$ cat src/rtl/multicore_run_controller_if.sv
// Memory-port bundle between the run controller, the UART memory interfaces,
// the processor cores and the data/instruction memories.
//   uart_dmem_* / proc_dmem_* : data-port sources (UART side, processor side)
//   uart_imem_* / proc_imem_* : instruction-port sources
//   dmem_* / imem_*           : multiplexed ports toward the memories
// The controller uses the master modport, which drives the multiplexed
// ports. The slave modport is the view from the sources and memories.
interface multicore_run_controller_if #(
    parameter int DATA_MEM_WIDTH      = 24,
    parameter int DATA_MEM_ADDR_WIDTH = 12,
    parameter int INS_MEM_ADDR_WIDTH  = 8
);
    logic                           uart_dmem_wrEn;
    logic [DATA_MEM_ADDR_WIDTH-1:0] uart_dmem_addr;
    logic [DATA_MEM_WIDTH-1:0]      uart_dmem_data;
    logic                           proc_dmem_wrEn;
    logic [DATA_MEM_ADDR_WIDTH-1:0] proc_dmem_addr;
    logic [DATA_MEM_WIDTH-1:0]      proc_dmem_data;
    logic                           uart_imem_wrEn;
    logic [INS_MEM_ADDR_WIDTH-1:0]  uart_imem_addr;
    logic [INS_MEM_ADDR_WIDTH-1:0]  proc_imem_addr;
    logic                           dmem_wrEn;
    logic [DATA_MEM_ADDR_WIDTH-1:0] dmem_addr;
    logic [DATA_MEM_WIDTH-1:0]      dmem_data;
    logic                           imem_wrEn;
    logic [INS_MEM_ADDR_WIDTH-1:0]  imem_addr;

    modport master (
        input  uart_dmem_wrEn, uart_dmem_addr, uart_dmem_data,
        input  proc_dmem_wrEn, proc_dmem_addr, proc_dmem_data,
        input  uart_imem_wrEn, uart_imem_addr, proc_imem_addr,
        output dmem_wrEn, dmem_addr, dmem_data,
        output imem_wrEn, imem_addr
    );

    modport slave (
        output uart_dmem_wrEn, uart_dmem_addr, uart_dmem_data,
        output proc_dmem_wrEn, proc_dmem_addr, proc_dmem_data,
        output uart_imem_wrEn, uart_imem_addr, proc_imem_addr,
        input  dmem_wrEn, dmem_addr, dmem_data,
        input  imem_wrEn, imem_addr
    );
endinterface

$ cat src/rtl/multicore_run_controller.sv
// Run sequencer and memory-port arbiter for the multicore matrix processor.
// Steps IDLE -> RX_IMEM -> RX_DMEM -> EXECUTE -> TX_DMEM -> FINISH (optionally
// looping back to RX_DMEM), with an ERROR state on execution timeout.
// Ports:
//   clk, rstN          : clock, asynchronous active-low reset
//   startN             : active-low start level (falling edge starts a run)
//   loop_mode, abort   : repeat-run enable, synchronous abort to IDLE
//   ins_received, dmem_received, dmem_transmitted : UART completion pulses
//   rx_new_byte        : UART byte strobe, gated to new_ins_byte/new_data_byte
//   core_done          : per-core done levels
//   mem                : memory-port bundle (master view)
//   process_start      : one-cycle core start pulse
//   dmem_tx_startN     : active-low one-cycle transmit start
//   state, timeout_err, cycle_count, run_count : status
module multicore_run_controller #(
    parameter int CORE_COUNT          = 2,
    parameter int REG_WIDTH           = 12,
    parameter int DATA_MEM_ADDR_WIDTH = 12,
    parameter int INS_MEM_ADDR_WIDTH  = 8,
    parameter int CYCLE_CNT_WIDTH     = 26,
    parameter int TIMEOUT_CYCLES      = 2**24
) (
    input  logic                       clk,
    input  logic                       rstN,
    input  logic                       startN,
    input  logic                       loop_mode,
    input  logic                       abort,
    input  logic                       ins_received,
    input  logic                       dmem_received,
    input  logic                       dmem_transmitted,
    input  logic                       rx_new_byte,
    input  logic [CORE_COUNT-1:0]      core_done,
    multicore_run_controller_if.master mem,
    output logic                       new_ins_byte,
    output logic                       new_data_byte,
    output logic                       process_start,
    output logic                       dmem_tx_startN,
    output logic [2:0]                 state,
    output logic                       timeout_err,
    output logic [CYCLE_CNT_WIDTH-1:0] cycle_count,
    output logic [7:0]                 run_count
);
    localparam int DATA_MEM_WIDTH = CORE_COUNT * REG_WIDTH;

    localparam logic [2:0] S_IDLE    = 3'd0;
    localparam logic [2:0] S_RX_IMEM = 3'd1;
    localparam logic [2:0] S_RX_DMEM = 3'd2;
    localparam logic [2:0] S_EXECUTE = 3'd3;
    localparam logic [2:0] S_TX_DMEM = 3'd4;
    localparam logic [2:0] S_FINISH  = 3'd5;
    localparam logic [2:0] S_ERROR   = 3'd6;

    localparam logic [CYCLE_CNT_WIDTH-1:0] TO_LAST = CYCLE_CNT_WIDTH'(TIMEOUT_CYCLES - 1);

    function automatic logic [CYCLE_CNT_WIDTH-1:0] sat_inc(input logic [CYCLE_CNT_WIDTH-1:0] v);
        return (&v) ? v : v + 1'b1;
    endfunction

    logic [2:0]            next_state;
    logic                  start_held;   // 1 = startN was low last cycle (or in reset)
    logic                  start_fall;
    logic [CORE_COUNT-1:0] done_seen;
    logic [CORE_COUNT-1:0] done_now;
    logic                  all_done;
    logic                  timeout_hit;
    logic                  exec_entry;
    logic                  tx_entry;

    // Presetting start_held to 1 means a startN already low at reset release
    // is treated as an old level, so only a genuine high-to-low transition starts.
    assign start_fall = ~start_held & ~startN;

    // process_start marks the first EXECUTE cycle; done levels seen there are
    // left over from the previous run and must not count.
    assign done_now    = process_start ? '0 : core_done;
    assign all_done    = &(done_seen | done_now);
    assign timeout_hit = (TIMEOUT_CYCLES != 0) && (cycle_count == TO_LAST);

    always_comb begin
        next_state = state;
        if (abort) begin
            next_state = S_IDLE;
        end else begin
            case (state)
                S_IDLE:    if (start_fall)       next_state = S_RX_IMEM;
                S_RX_IMEM: if (ins_received)     next_state = S_RX_DMEM;
                S_RX_DMEM: if (dmem_received)    next_state = S_EXECUTE;
                S_EXECUTE: begin
                    // done takes precedence over a coincident timeout
                    if (all_done)                next_state = S_TX_DMEM;
                    else if (timeout_hit)        next_state = S_ERROR;
                end
                S_TX_DMEM: if (dmem_transmitted) next_state = S_FINISH;
                S_FINISH: begin
                    if (loop_mode)               next_state = S_RX_DMEM;
                    else if (start_fall)         next_state = S_RX_IMEM;
                end
                S_ERROR:                         next_state = S_ERROR;
                default:                         next_state = S_IDLE;
            endcase
        end
    end

    assign exec_entry = (next_state == S_EXECUTE) && (state != S_EXECUTE);
    assign tx_entry   = (next_state == S_TX_DMEM) && (state != S_TX_DMEM);

    always_ff @(posedge clk or negedge rstN) begin
        if (!rstN) begin
            state          <= S_IDLE;
            start_held     <= 1'b1;
            process_start  <= 1'b0;
            dmem_tx_startN <= 1'b1;
            timeout_err    <= 1'b0;
            cycle_count    <= '0;
            run_count      <= '0;
            done_seen      <= '0;
        end else begin
            state          <= next_state;
            start_held     <= ~startN;
            process_start  <= exec_entry;
            dmem_tx_startN <= ~tx_entry;

            if (abort)
                timeout_err <= 1'b0;
            else if (state == S_EXECUTE && next_state == S_ERROR)
                timeout_err <= 1'b1;

            if (exec_entry)
                cycle_count <= '0;
            else if (state == S_EXECUTE)
                cycle_count <= sat_inc(cycle_count);

            if (exec_entry)
                done_seen <= '0;
            else if (state == S_EXECUTE)
                done_seen <= done_seen | done_now;

            if (state == S_TX_DMEM && next_state == S_FINISH)
                run_count <= run_count + 8'd1;
        end
    end

    always_comb begin
        mem.dmem_wrEn = 1'b0;
        mem.dmem_addr = DATA_MEM_ADDR_WIDTH'(0);
        mem.dmem_data = DATA_MEM_WIDTH'(0);
        mem.imem_wrEn = 1'b0;
        mem.imem_addr = INS_MEM_ADDR_WIDTH'(0);
        new_ins_byte  = 1'b0;
        new_data_byte = 1'b0;
        case (state)
            S_RX_IMEM: begin
                mem.imem_wrEn = mem.uart_imem_wrEn;
                mem.imem_addr = mem.uart_imem_addr;
                new_ins_byte  = rx_new_byte;
            end
            S_RX_DMEM, S_TX_DMEM: begin
                mem.dmem_wrEn = mem.uart_dmem_wrEn;
                mem.dmem_addr = mem.uart_dmem_addr;
                mem.dmem_data = mem.uart_dmem_data;
                new_data_byte = (state == S_RX_DMEM) ? rx_new_byte : 1'b0;
            end
            S_EXECUTE: begin
                mem.dmem_wrEn = mem.proc_dmem_wrEn;
                mem.dmem_addr = mem.proc_dmem_addr;
                mem.dmem_data = mem.proc_dmem_data;
                mem.imem_addr = mem.proc_imem_addr;
            end
            default: ;
        endcase
    end
endmodule
$ cat src/flat_wrapper.sv
// flat-port wrapper written by rule: the top's interface ports become plain ports
module multicore_run_controller_flat 
#(
    parameter int CORE_COUNT          = 2,
    parameter int REG_WIDTH           = 12,
    parameter int DATA_MEM_ADDR_WIDTH = 12,
    parameter int INS_MEM_ADDR_WIDTH  = 8,
    parameter int CYCLE_CNT_WIDTH     = 26,
    parameter int TIMEOUT_CYCLES      = 2**24
)
  (clk, rstN, startN, loop_mode, abort, ins_received, dmem_received, dmem_transmitted, rx_new_byte, core_done, new_ins_byte, new_data_byte, process_start, dmem_tx_startN, state, timeout_err, cycle_count, run_count, mem_uart_dmem_wrEn, mem_uart_dmem_addr, mem_uart_dmem_data, mem_proc_dmem_wrEn, mem_proc_dmem_addr, mem_proc_dmem_data, mem_uart_imem_wrEn, mem_uart_imem_addr, mem_proc_imem_addr, mem_dmem_wrEn, mem_dmem_addr, mem_dmem_data, mem_imem_wrEn, mem_imem_addr);
  multicore_run_controller_if #(.DATA_MEM_ADDR_WIDTH(DATA_MEM_ADDR_WIDTH), .INS_MEM_ADDR_WIDTH(INS_MEM_ADDR_WIDTH)) mem_i ();
  input  logic clk;
  input  logic rstN;
  input  logic startN;
  input  logic loop_mode;
  input  logic abort;
  input  logic ins_received;
  input  logic dmem_received;
  input  logic dmem_transmitted;
  input  logic rx_new_byte;
  input  logic [CORE_COUNT-1:0] core_done;
  output logic new_ins_byte;
  output logic new_data_byte;
  output logic process_start;
  output logic dmem_tx_startN;
  output logic [2:0] state;
  output logic timeout_err;
  output logic [CYCLE_CNT_WIDTH-1:0] cycle_count;
  output logic [7:0] run_count;
  input wire logic [$bits(mem_i.uart_dmem_wrEn)-1:0] mem_uart_dmem_wrEn;
  input wire logic [$bits(mem_i.uart_dmem_addr)-1:0] mem_uart_dmem_addr;
  input wire logic [$bits(mem_i.uart_dmem_data)-1:0] mem_uart_dmem_data;
  input wire logic [$bits(mem_i.proc_dmem_wrEn)-1:0] mem_proc_dmem_wrEn;
  input wire logic [$bits(mem_i.proc_dmem_addr)-1:0] mem_proc_dmem_addr;
  input wire logic [$bits(mem_i.proc_dmem_data)-1:0] mem_proc_dmem_data;
  input wire logic [$bits(mem_i.uart_imem_wrEn)-1:0] mem_uart_imem_wrEn;
  input wire logic [$bits(mem_i.uart_imem_addr)-1:0] mem_uart_imem_addr;
  input wire logic [$bits(mem_i.proc_imem_addr)-1:0] mem_proc_imem_addr;
  output wire logic [$bits(mem_i.dmem_wrEn)-1:0] mem_dmem_wrEn;
  output wire logic [$bits(mem_i.dmem_addr)-1:0] mem_dmem_addr;
  output wire logic [$bits(mem_i.dmem_data)-1:0] mem_dmem_data;
  output wire logic [$bits(mem_i.imem_wrEn)-1:0] mem_imem_wrEn;
  output wire logic [$bits(mem_i.imem_addr)-1:0] mem_imem_addr;
  assign mem_i.uart_dmem_wrEn = mem_uart_dmem_wrEn;
  assign mem_i.uart_dmem_addr = mem_uart_dmem_addr;
  assign mem_i.uart_dmem_data = mem_uart_dmem_data;
  assign mem_i.proc_dmem_wrEn = mem_proc_dmem_wrEn;
  assign mem_i.proc_dmem_addr = mem_proc_dmem_addr;
  assign mem_i.proc_dmem_data = mem_proc_dmem_data;
  assign mem_i.uart_imem_wrEn = mem_uart_imem_wrEn;
  assign mem_i.uart_imem_addr = mem_uart_imem_addr;
  assign mem_i.proc_imem_addr = mem_proc_imem_addr;
  assign mem_dmem_wrEn = mem_i.dmem_wrEn;
  assign mem_dmem_addr = mem_i.dmem_addr;
  assign mem_dmem_data = mem_i.dmem_data;
  assign mem_imem_wrEn = mem_i.imem_wrEn;
  assign mem_imem_addr = mem_i.imem_addr;
  multicore_run_controller #(.CORE_COUNT(CORE_COUNT), .REG_WIDTH(REG_WIDTH), .DATA_MEM_ADDR_WIDTH(DATA_MEM_ADDR_WIDTH), .INS_MEM_ADDR_WIDTH(INS_MEM_ADDR_WIDTH), .CYCLE_CNT_WIDTH(CYCLE_CNT_WIDTH), .TIMEOUT_CYCLES(TIMEOUT_CYCLES)) u_core (.clk(clk), .rstN(rstN), .startN(startN), .loop_mode(loop_mode), .abort(abort), .ins_received(ins_received), .dmem_received(dmem_received), .dmem_transmitted(dmem_transmitted), .rx_new_byte(rx_new_byte), .core_done(core_done), .mem(mem_i), .new_ins_byte(new_ins_byte), .new_data_byte(new_data_byte), .process_start(process_start), .dmem_tx_startN(dmem_tx_startN), .state(state), .timeout_err(timeout_err), .cycle_count(cycle_count), .run_count(run_count));
endmodule
$ cat config.mk
export PLATFORM = sky130hd
export DESIGN_NAME = multicore_run_controller_flat
export DESIGN_NICKNAME = d
export VERILOG_FILES = /design/src/rtl/multicore_run_controller_if.sv /design/src/rtl/multicore_run_controller.sv /design/src/flat_wrapper.sv
export SDC_FILE = /design/constraint.sdc
export NUM_CORES = 1
export LEC_CHECK = 0
export ABC_AREA = 1
export CAP_MARGIN = 20
export CELL_PAD_IN_SITES_DETAIL_PLACEMENT = 2
export CELL_PAD_IN_SITES_GLOBAL_PLACEMENT = 2
export CORE_ASPECT_RATIO = 1.5
export CORE_MARGIN = 5
export CORE_UTILIZATION = 19
export DETAILED_ROUTE_END_ITERATION = 16
export PLACE_DENSITY = 0.81
export SETUP_SLACK_MARGIN = 0.3
export SLEW_MARGIN = 20
export SYNTH_ARGS = -nofsm -noshare
export SYNTH_HDL_FRONTEND = slang
export SYNTH_SLANG_ARGS = --single-unit
$ cat constraint.sdc
create_clock -name clk -period 2.32 [get_ports clk]
set_input_delay 0.464 -clock clk [delete_from_list [all_inputs] [get_ports clk]]
set_output_delay 0.464 -clock clk [all_outputs]
set_load 0.03 [all_outputs]
* Yosys cells after proc, flatten, opt, wreduce, memory -nomap -nowiden
Index checks and enable logic that the tools add are counted.
Word-level totals: bits in registers 43, output and inout port bits 88, word-level logic and storage cells 65, input bits 102
Operators by class: $add $sub $neg 2, equal/unequal tests 14, bitwise logic cells 5, mux-type cells 25, reduce and logical (&&, ||, !) cells 11
Operators by type and width (number):
- 26-bit two-way mux | 3
- 24-bit one-hot mux with 2 select lines | 1
- 26-bit by 1-bit adder with 26-bit output (second input constant) | 1
- 26-bit by 24-bit == test with 1-bit output (second input constant) | 1
- 26-bit AND reduction | 1
- 3-bit two-way mux | 8
- 12-bit one-hot mux with 2 select lines | 1
- 3-bit one-hot mux with 7 select lines | 1
- 3-bit == test (second input constant) | 6
- 8-bit one-hot mux with 2 select lines | 1
- 3-bit by 2-bit == test with 1-bit output (second input constant) | 3
- 8-bit by 1-bit adder with 8-bit output (second input constant) | 1
- 1-bit two-way mux | 6
- 2-bit two-way mux | 3
- 1-bit logical AND | 4
- 2-bit AND reduction | 2
- 2-bit nonzero test | 2
- 3-bit by 1-bit == test with 1-bit output (second input constant) | 1
- 3-bit logical NOT | 1
- 3-bit by 2-bit inequality test with 1-bit output (second input constant) | 1
- 3-bit inequality test (second input constant) | 1
- 1-bit NOT | 3
- 2-bit by 1-bit inequality test with 1-bit output (second input constant) | 1
- 2-bit bitwise OR | 1
- other kinds (3) | 3

* Depth between registers and ports, before layout
Gate-level depths: netlist of the first run.
depth in word-level cells 10, gate-level depth with buffers 13, depth with buffers taken out 13

* Least setup slack after synthesis of the first run
OpenSTA, ideal clock, no wires.
path kind register to output, from register u_core.state[0], to output mem_dmem_addr[10], arrival time 1631 ps, cell stages (with the launch flop) 8, setup slack 225 ps, path buffers 2, required time 1856 ps, cell sequence dfrtp_1 -> inv_1 -> nand2_1 -> nor2_1 -> clkbuf_1 -> clkbuf_1 -> o21ai_0 -> nand2_1
Between the ends: word-level cells in the longest chain between the ends 3, elaborated cells on any way between the ends 5, classes of those cells eq/ne: 3; mux: 1; reduce/logical: 1
RTL lines:
- from (decl) | RTL line multicore_run_controller.sv:38 | output logic [2:0] state,
- from (signal assigned) | RTL line multicore_run_controller.sv:118 | state <= next_state;
- 3-bit by 2-bit == test with 1-bit output / 3-bit == test (equally long branches) | RTL line multicore_run_controller.sv:151 | case (state)
- 2-bit OR reduction | RTL line multicore_run_controller.sv:151
- 12-bit one-hot mux with 2 select lines * | RTL line multicore_run_controller.sv:151
- to (decl) | RTL line flat_wrapper.sv:41 | output wire logic [$bits(mem_i.dmem_addr)-1:0] mem_dmem_addr;
Mark *: on every way between the ends. The rest lies on a longest branch, timed or not.

* Final worst setup path of the first run
from register u_core.state[2], to output mem_dmem_data[22]
Between the ends: word-level cells in the longest chain between the ends 3, elaborated cells on any way between the ends 5, classes of those cells eq/ne: 3; mux: 1; reduce/logical: 1
RTL lines:
- 3-bit by 2-bit == test with 1-bit output / 3-bit == test (equally long branches) | RTL line multicore_run_controller.sv:151
- 2-bit OR reduction | RTL line multicore_run_controller.sv:151
- 24-bit one-hot mux with 2 select lines * | RTL line multicore_run_controller.sv:151
- to (decl) | RTL line flat_wrapper.sv:42 | output wire logic [$bits(mem_i.dmem_data)-1:0] mem_dmem_data;
Marks and branches as above.

==> results of run 1 <==
==> cell families after synthesis <==
kind of cell,share of synthesized area (%)
AO/OA/AOI/OAI,12.0
XOR/XNOR,2.28
flip-flops,31.2
buffers and inverters,12.2
adder cells (fa/ha/maj),0.723
AND/OR/NAND/NOR,41.6
==> worst max path at each step <==
| stage | from | to | cells after the start |
|---|---|---|---|
| after floorplan | u_core.state[1]$_DFF_PN0_ | mem_dmem_addr[10] | 6 |
| after global placement | core_done[0] | u_core.cycle_count[23]$_DFFE_PN0P_ | 10 |
| after detailed placement | core_done[0] | u_core.cycle_count[25]$_DFFE_PN0P_ | 10 |
| after CTS | u_core.state[0]$_DFF_PN0_ | mem_dmem_addr[8] | 8 |
| after global routing | u_core.state[2]$_DFF_PN0_ | mem_dmem_data[22] | 6 |
| final | u_core.state[2]$_DFF_PN0_ | mem_dmem_data[22] | 6 |
==> repair_timing <==
item	CTS	global route
cloned	7	3
resized for setup	58	77
endpoints found under the hold margin	0	0
pin swaps	5	12
buffers inserted	22	12
setup endpoints to repair	77	85
==> power by group <==
part | leakage [nW] | internal, mW | switching (mW)
Combinational | 2.51 | 0.551 | 0.620
Sequential | 0.546 | 0.844 | 0.107
Clock | 0.0664 | 0.404 | 0.341
==> placed cells by master, fill, tap and decap left out, types with 12 or more instances in the layout <==
cell type,instances
clkdlybuf4s50_1,137
nand3_1,21
o21ai_1,23
o21ai_2,16
nand4_1,15
inv_1,58
buf_4,28
buf_6,55
nand2_1,122
inv_2,12
nor2_1,40
nand3_2,14
dfrtp_1,36
o21ai_0,15
nand2_2,49
==> worst max-delay path: cells and delay by family, from the launching register on <==
kind,cells,cell delay (ns)
simple gates,3,0.25
compound gates,1,0.23
buf+inv,2,0.44
flops,1,0.48
==> metal layers <==
metal	vias to the layer above	share of wire (%)
li1	2080	-
met4	2	1.4
met1	2194	35
met3	20	6.5
met5	-	0.068
met2	164	57
==> flip-flops by register name, summed over array words and instances, names as in the netlist <==
signal and cells:
u_core.cycle_count 26, u_core.run_count 8, u_core.start_held 1, u_core.timeout_err 1, u_core.dmem_tx_startN 1, u_core.done_seen 2, u_core.process_start 1, u_core.state 3
==> cell type report <==
| type | count | area (µm²) | share of cell area [%] |
|---|---|---|---|
| Tap cell | 217 | 272 | 4.08 |
| Clock buffer | 5 | 125 | 1.88 |
| Timing Repair Buffer | 243 | 2690 | 40.4 |
| Multi-Input combinational cell | 375 | 2150 | 32.3 |
| Inverter | 74 | 293 | 4.40 |
| Sequential cell | 43 | 1080 | 16.3 |
| Timing Repair inverter | 1 | 16.3 | 0.245 |
| Clock inverter | 3 | 23.8 | 0.357 |
==> metrics.txt, run 1 <==
max-cap violation count 0; die height roughly 180 µm; total chip power about 2.9 mW; Placer Congestion about 0.81; global route overflow 0; final layout net count approximately 850; post-synthesis sequential area ratio between 30% and 40%; via/cell ratio roughly 4.6; Total Wirelength around 19,000 µm; clk sinks 43; final hold vios 0; Hold Buf Count CTS 0; crit path max-delay cell type dfrtp_2; clk_lat worst skew 0.30 ns; FF+latch count, synth 43; CP Data Required Time between 1.5 and 2 ns; Most used DFF post-synth dfrtp_1; Detail Route Antenna Nets 0; GR Layer Usage met2 34.9%; count leader, synth nand2_1; Critical Path Sink Type output pin; Ys Warns 0; Lkg Pwr roughly 3.1 nW; WP data arrival between 1.5 and 2 ns; Startpoint Class register; initial core utilization 19.3%; Synth area leaders dfrtp_1 (30%), nand2_1 (17%), o21ai_0 (6.9%), inv_1 (6.6%), nor2_1 (5.0%); clk_skew 0.0148 ns; fin util between 30% and 40%; Yosys cell types 35; Setup WS post-layout between 0.15 and 0.2 ns; Max Clock Freq around 0.46 GHz; Net Count, Synth around 620; Fin Hold WS roughly 0.14 ns; status complete, no violations; Place WS between 0.08 and 0.09 ns; critical-path cell list nand2_2 -> nor2_4 -> bufbuf_16 -> o21ai_1 -> nand2_2 -> buf_4; H-Tree Depth 2; Yosys top cell by area dfrtp_1; row count 60; CP max FO 10; Die Area between 20,000 and 25,000 µm²; share of layout cells above drive strength 1 32.8%; reg2reg setup slack 0.38 ns; root buf cell clkbuf_16; Hold WC Path Type in2async; setup_tns 0 ns; Post-synth EDFFs 0; max incr delay on CP roughly 0.48 ns; synthesis-to-layout area growth 92.3%; R2R cell count 13; GRT Util Overall 16.8%; Slew @ Worst Pin around 0.54 ns; CTS buffer count 5; Pwr Density 431 nW/µm²; Layout Cells excl Fill about 960; worst-case clock buffer depth 2; CP Class reg2out; DP HPWL roughly 13,000 µm; Post-DP Area about 5600 µm²; drt first pass iters 4; Crit Reg-Reg Endpoint u_core.run_count[6]$_DFFE_PN0P_; # diodes 0; Period Utilization, post-route 92.8%; top-area cell type share of the netlist area ~30%; vias in the first global route between 4,000 and 5,000; most frequent cells after synthesis nand2_1 (155), inv_1 (61), o21ai_0 (48); met3 Use GR 3.69%; Core Area approximately 18,000 µm²; clock-pin slew on the worst setup and hold paths ~0.08 ns; final std cell area, no fill between 6000 and 7000 µm²; vias 4,460; Final min period ~2.2 ns; # IOs 190; Final Max Slew Viols 0; Final Setup Violations 0; DR WL/cell between 15 and 20 µm; Max IR drop VDD approximately 0.36 mV; placed insts a little over 900; CP most frequent cell nand2_2; Most Crowded Layer GR met2; Mapped Cells slightly above 500; ys async rst share between 90% and 100%; DR iter-0 viols between 60 and 70; Worst R2R Start u_core.state[2]$_DFF_PN0_; first-pass GRT wire length about 28,000 µm; Post-Syn Area 3460 µm²; # DRC 0; RSZ-0062 raised after global routing yes; initial antenna violation count 1; largest net degree at the start of global routing 25; CTS tree done; met1 GRT Util 16.9%; Avg Cell Area, Syn ~6.8 µm²; IO buf count 189; Slew HR 64.2%; Filler cells 2,026; Die X-Extent between 100 and 150 µm
Power figures use the tool's default switching activity.
==> inputs of run 2 (changes only) <==
Settings changed: CAP_MARGIN 20 to not set.
==> results of run 2 <==
The final DEF is identical to that of run 1; final timing and power are the same.
==> inputs of run 3 (changes only) <==
Settings changed: CORE_UTILIZATION 19 to 21, PLACE_DENSITY 0.81 to 0.89.
Clock period 2.32 ns to 2.5 ns, I/O delays scaled along.
==> run 3 against run 2 <==
Compared with the run above:
- register-to-register slack improved by 0.04 ns
- design area fell by 11%
- flip-flop and latch count stayed put
- highest routed layer is now met4
- routed wire length decreased by 7.8%
- utilization decreased by 0.49 points
- clock skew fell by 0.0090 ns
- die area fell by 8.9%
- critical path type unchanged
- critical endpoint is now mem_dmem_data[12]
==> metrics.txt, run 3 (synthesis results as in run 1) <==
H-Tree Depth 2 (unchanged); commonest non-fill, non-tap cell in the layout nand2_1; Final Setup Violations 0 (unchanged); Pwr Density 425 nW/µm² (-1.4%); clk_lat worst skew 0.29 ns (about the same); CTS tree done; global route overflow 0 (unchanged); Slew @ Worst Pin 0.543 ns (+0.00615 ns); RSZ-0062 raised after global routing yes; Startpoint Class register; Filler cells 1,894 (-6.5%); P_sw 923 µW (-14%); drt first pass iters 6 (+2); initial core utilization 21.4% (+2.1 points); row count 57 (-5.0%); clk sinks 43 (unchanged); die height 167 µm (-4.6%); vias 4,311 (-3.3%); final layout net count 821 (-3.1%); Placer Congestion 0.841 (+3.2%); P_int 1.59 mW (-11%); vias in the first global route 4,864 (-2.5%); DR WL/cell 19.1 µm (-4.1%); Biggest register u_core.cycle_count; # DRC 0 (unchanged); Hold WC Path Type in2async; # IOs 190 (unchanged); Lkg Pwr 2.83 nW (-9.3%); clock-pin slew on the worst setup and hold paths 0.07 ns (about the same); CP Data Required Time 2.00 ns (+0.14 ns); Die Area 19,200 µm² (-8.9%); CP Class reg2out; CP max FO 11 (+1); share of layout cells above drive strength 1 23.8% (-9.0 points); Clk pwr share 26.6% (+0.6 points); Final Max Slew Viols 0 (unchanged); Die X-Extent 115 µm (-4.5%); DP HPWL 13,300 µm (-0.67%); Switching Fraction 36.7% (-0.58 points); setup_tns 0 ns (unchanged); Core Area 16,200 µm² (-9.8%); clk_skew 0.00583 ns (-0.00901 ns); root buf cell clkbuf_16; Max IR drop VDD 0.249 mV (-30%); status complete, no violations; Period Utilization, post-route 88.0%; Slew HR 63.8% (-0.41 points); WP data arrival 1.70 ns (about the same); most frequent cells in the layout nand2_1 (154), clkdlybuf4s50_1 (140), buf_4 (61); Detail Route Antenna Nets 0 (unchanged); Total Wirelength 17,600 µm (-7.8%); sequential share of power 35.7% (+2.5 points); first-pass GRT wire length 25,700 µm (-8.7%); # diodes 0 (unchanged); Final min period ~2.2 ns; DR iter-0 viols 148 (+110%); max-cap violation count 0 (unchanged); CTS buffer count 5 (unchanged); Critical Path Sink Type output pin; final hold vios 0 (unchanged); initial antenna violation count 0 (-1); IO buf count 189 (unchanged); top flop regs u_core.cycle_count x26, u_core.run_count x8, u_core.state x3; synthesis-to-layout area growth 71.2%; largest net degree at the start of global routing 31 (+24%); GRT Util Overall 16.7% (-0.064 points); Comb pwr share 37.8% (-3.1 points); Largest register FFs 26 (unchanged); via/cell ratio 4.67 (+0.53%); fin util 36.6% (-0.49 points); Max Clock Freq 0.455 GHz; worst-case clock buffer depth 2 (unchanged)
[run 3: changes by cell type in the layout (fill, tap and decap cells not counted), moves of 3 or more]
| cell | change |
|---|---|
| buf_16 | -3 |
| o21ai_0 | +25 |
| buf_12 | -3 |
| nand2_1 | +32 |
| o21ai_2 | -11 |
| clkdlybuf4s50_1 | +3 |
| buf_6 | -51 |
| o21ai_1 | -14 |
| buf_4 | +33 |
| dlymetal6s2s_1 | -3 |
| nand2_2 | -32 |
[run 3: worst paths after layout]
check / cells after the start / end / slack, ns / from
setup / recovery: 7 / mem_dmem_data[12] / 0.30 / u_core.state[1]$_DFF_PN0_
hold / removal: 1 / u_core.run_count[7]$_DFFE_PN0P_ / 0.19 / rstN
setup reg to reg: 11 / u_core.cycle_count[22]$_DFFE_PN0P_ / 0.42 / u_core.cycle_count[0]$_DFFE_PN0P_
hold reg to reg: 2 / u_core.timeout_err$_DFFE_PN0P_ / 0.53 / u_core.timeout_err$_DFFE_PN0P_
max in group asynchronous: 2 / u_core.dmem_tx_startN$_DFF_PN1_ / 1.70 / rstN
min in group clk: 2 / u_core.timeout_err$_DFFE_PN0P_ / 0.53 / u_core.timeout_err$_DFFE_PN0P_
[run 3: area by class of cell]
type / instances / area (µm²) / share of cell area [%]
Clock buffer: 5 / 125 / 2.11
Clock inverter: 3 / 23.8 / 0.402
Inverter: 74 / 288 / 4.86
Multi-Input combinational cell: 375 / 2000 / 33.8
Sequential cell: 43 / 1080 / 18.3
Tap cell: 206 / 258 / 4.35
Timing Repair Buffer: 218 / 2140 / 36.2
[run 3: layer usage]
| metal | global-route usage, % | wire [µm] |
|---|---|---|
| met1 | 17.1 | 6250 |
| met2 | 34.6 | 9980 |
| met3 | 3.07 | 1170 |
| met4 | 2.50 | 212 |
| met5 | 0 | 0 |
[run 3: power groups by stage]
stage	Sequential, mW	Clock [mW]	Combinational [mW]
detailed placement	0.905	0	0.913
finish	0.897	0.669	0.950
floorplan	1.00	0	0.314
global placement	0.897	0	0.879
global route	0.914	0.730	1.02
CTS	0.894	0.694	0.941
[run 3: metrics by stage]
| stage | instance area (µm²) | hold slack, ns | std cells | setup slack [ns] | power (mW) |
|---|---|---|---|---|---|
| 2_1_floorplan | 3460 | 0.204 | 512 | 0.369 | 1.32 |
| 3_3_place_gp | 5500 | 0.494 | 896 | 0.215 | 1.78 |
| 3_5_place_dp | 5500 | 0.495 | 896 | 0.104 | 1.82 |
| 4_1_cts | 5780 | 0.200 | 914 | 0.277 | 2.53 |
| 5_1_grt | 5920 | 0.218 | 924 | 0.214 | 2.66 |
| 6_report | 5920 | 0.190 | 924 | 0.300 | 2.52 |
[run 3: worst max-delay path: stages (launching register included)]
cell and delay (ns):
dfrtp_2 0.47, nand2_4 0.12, nor2_4 0.04, buf_8 0.14
clkbuf_16 0.16, o21ai_0 0.22, nand2_1 0.08, buf_4 0.17
[run 3: timing repair]
action,in CTS,in global routing
setup endpoints to repair,48,58
cloned,1,1
resized for setup,18,21
pin swaps,1,2
endpoints found under the hold margin,0,0
buffers inserted,9,9
hold buffers,0,0
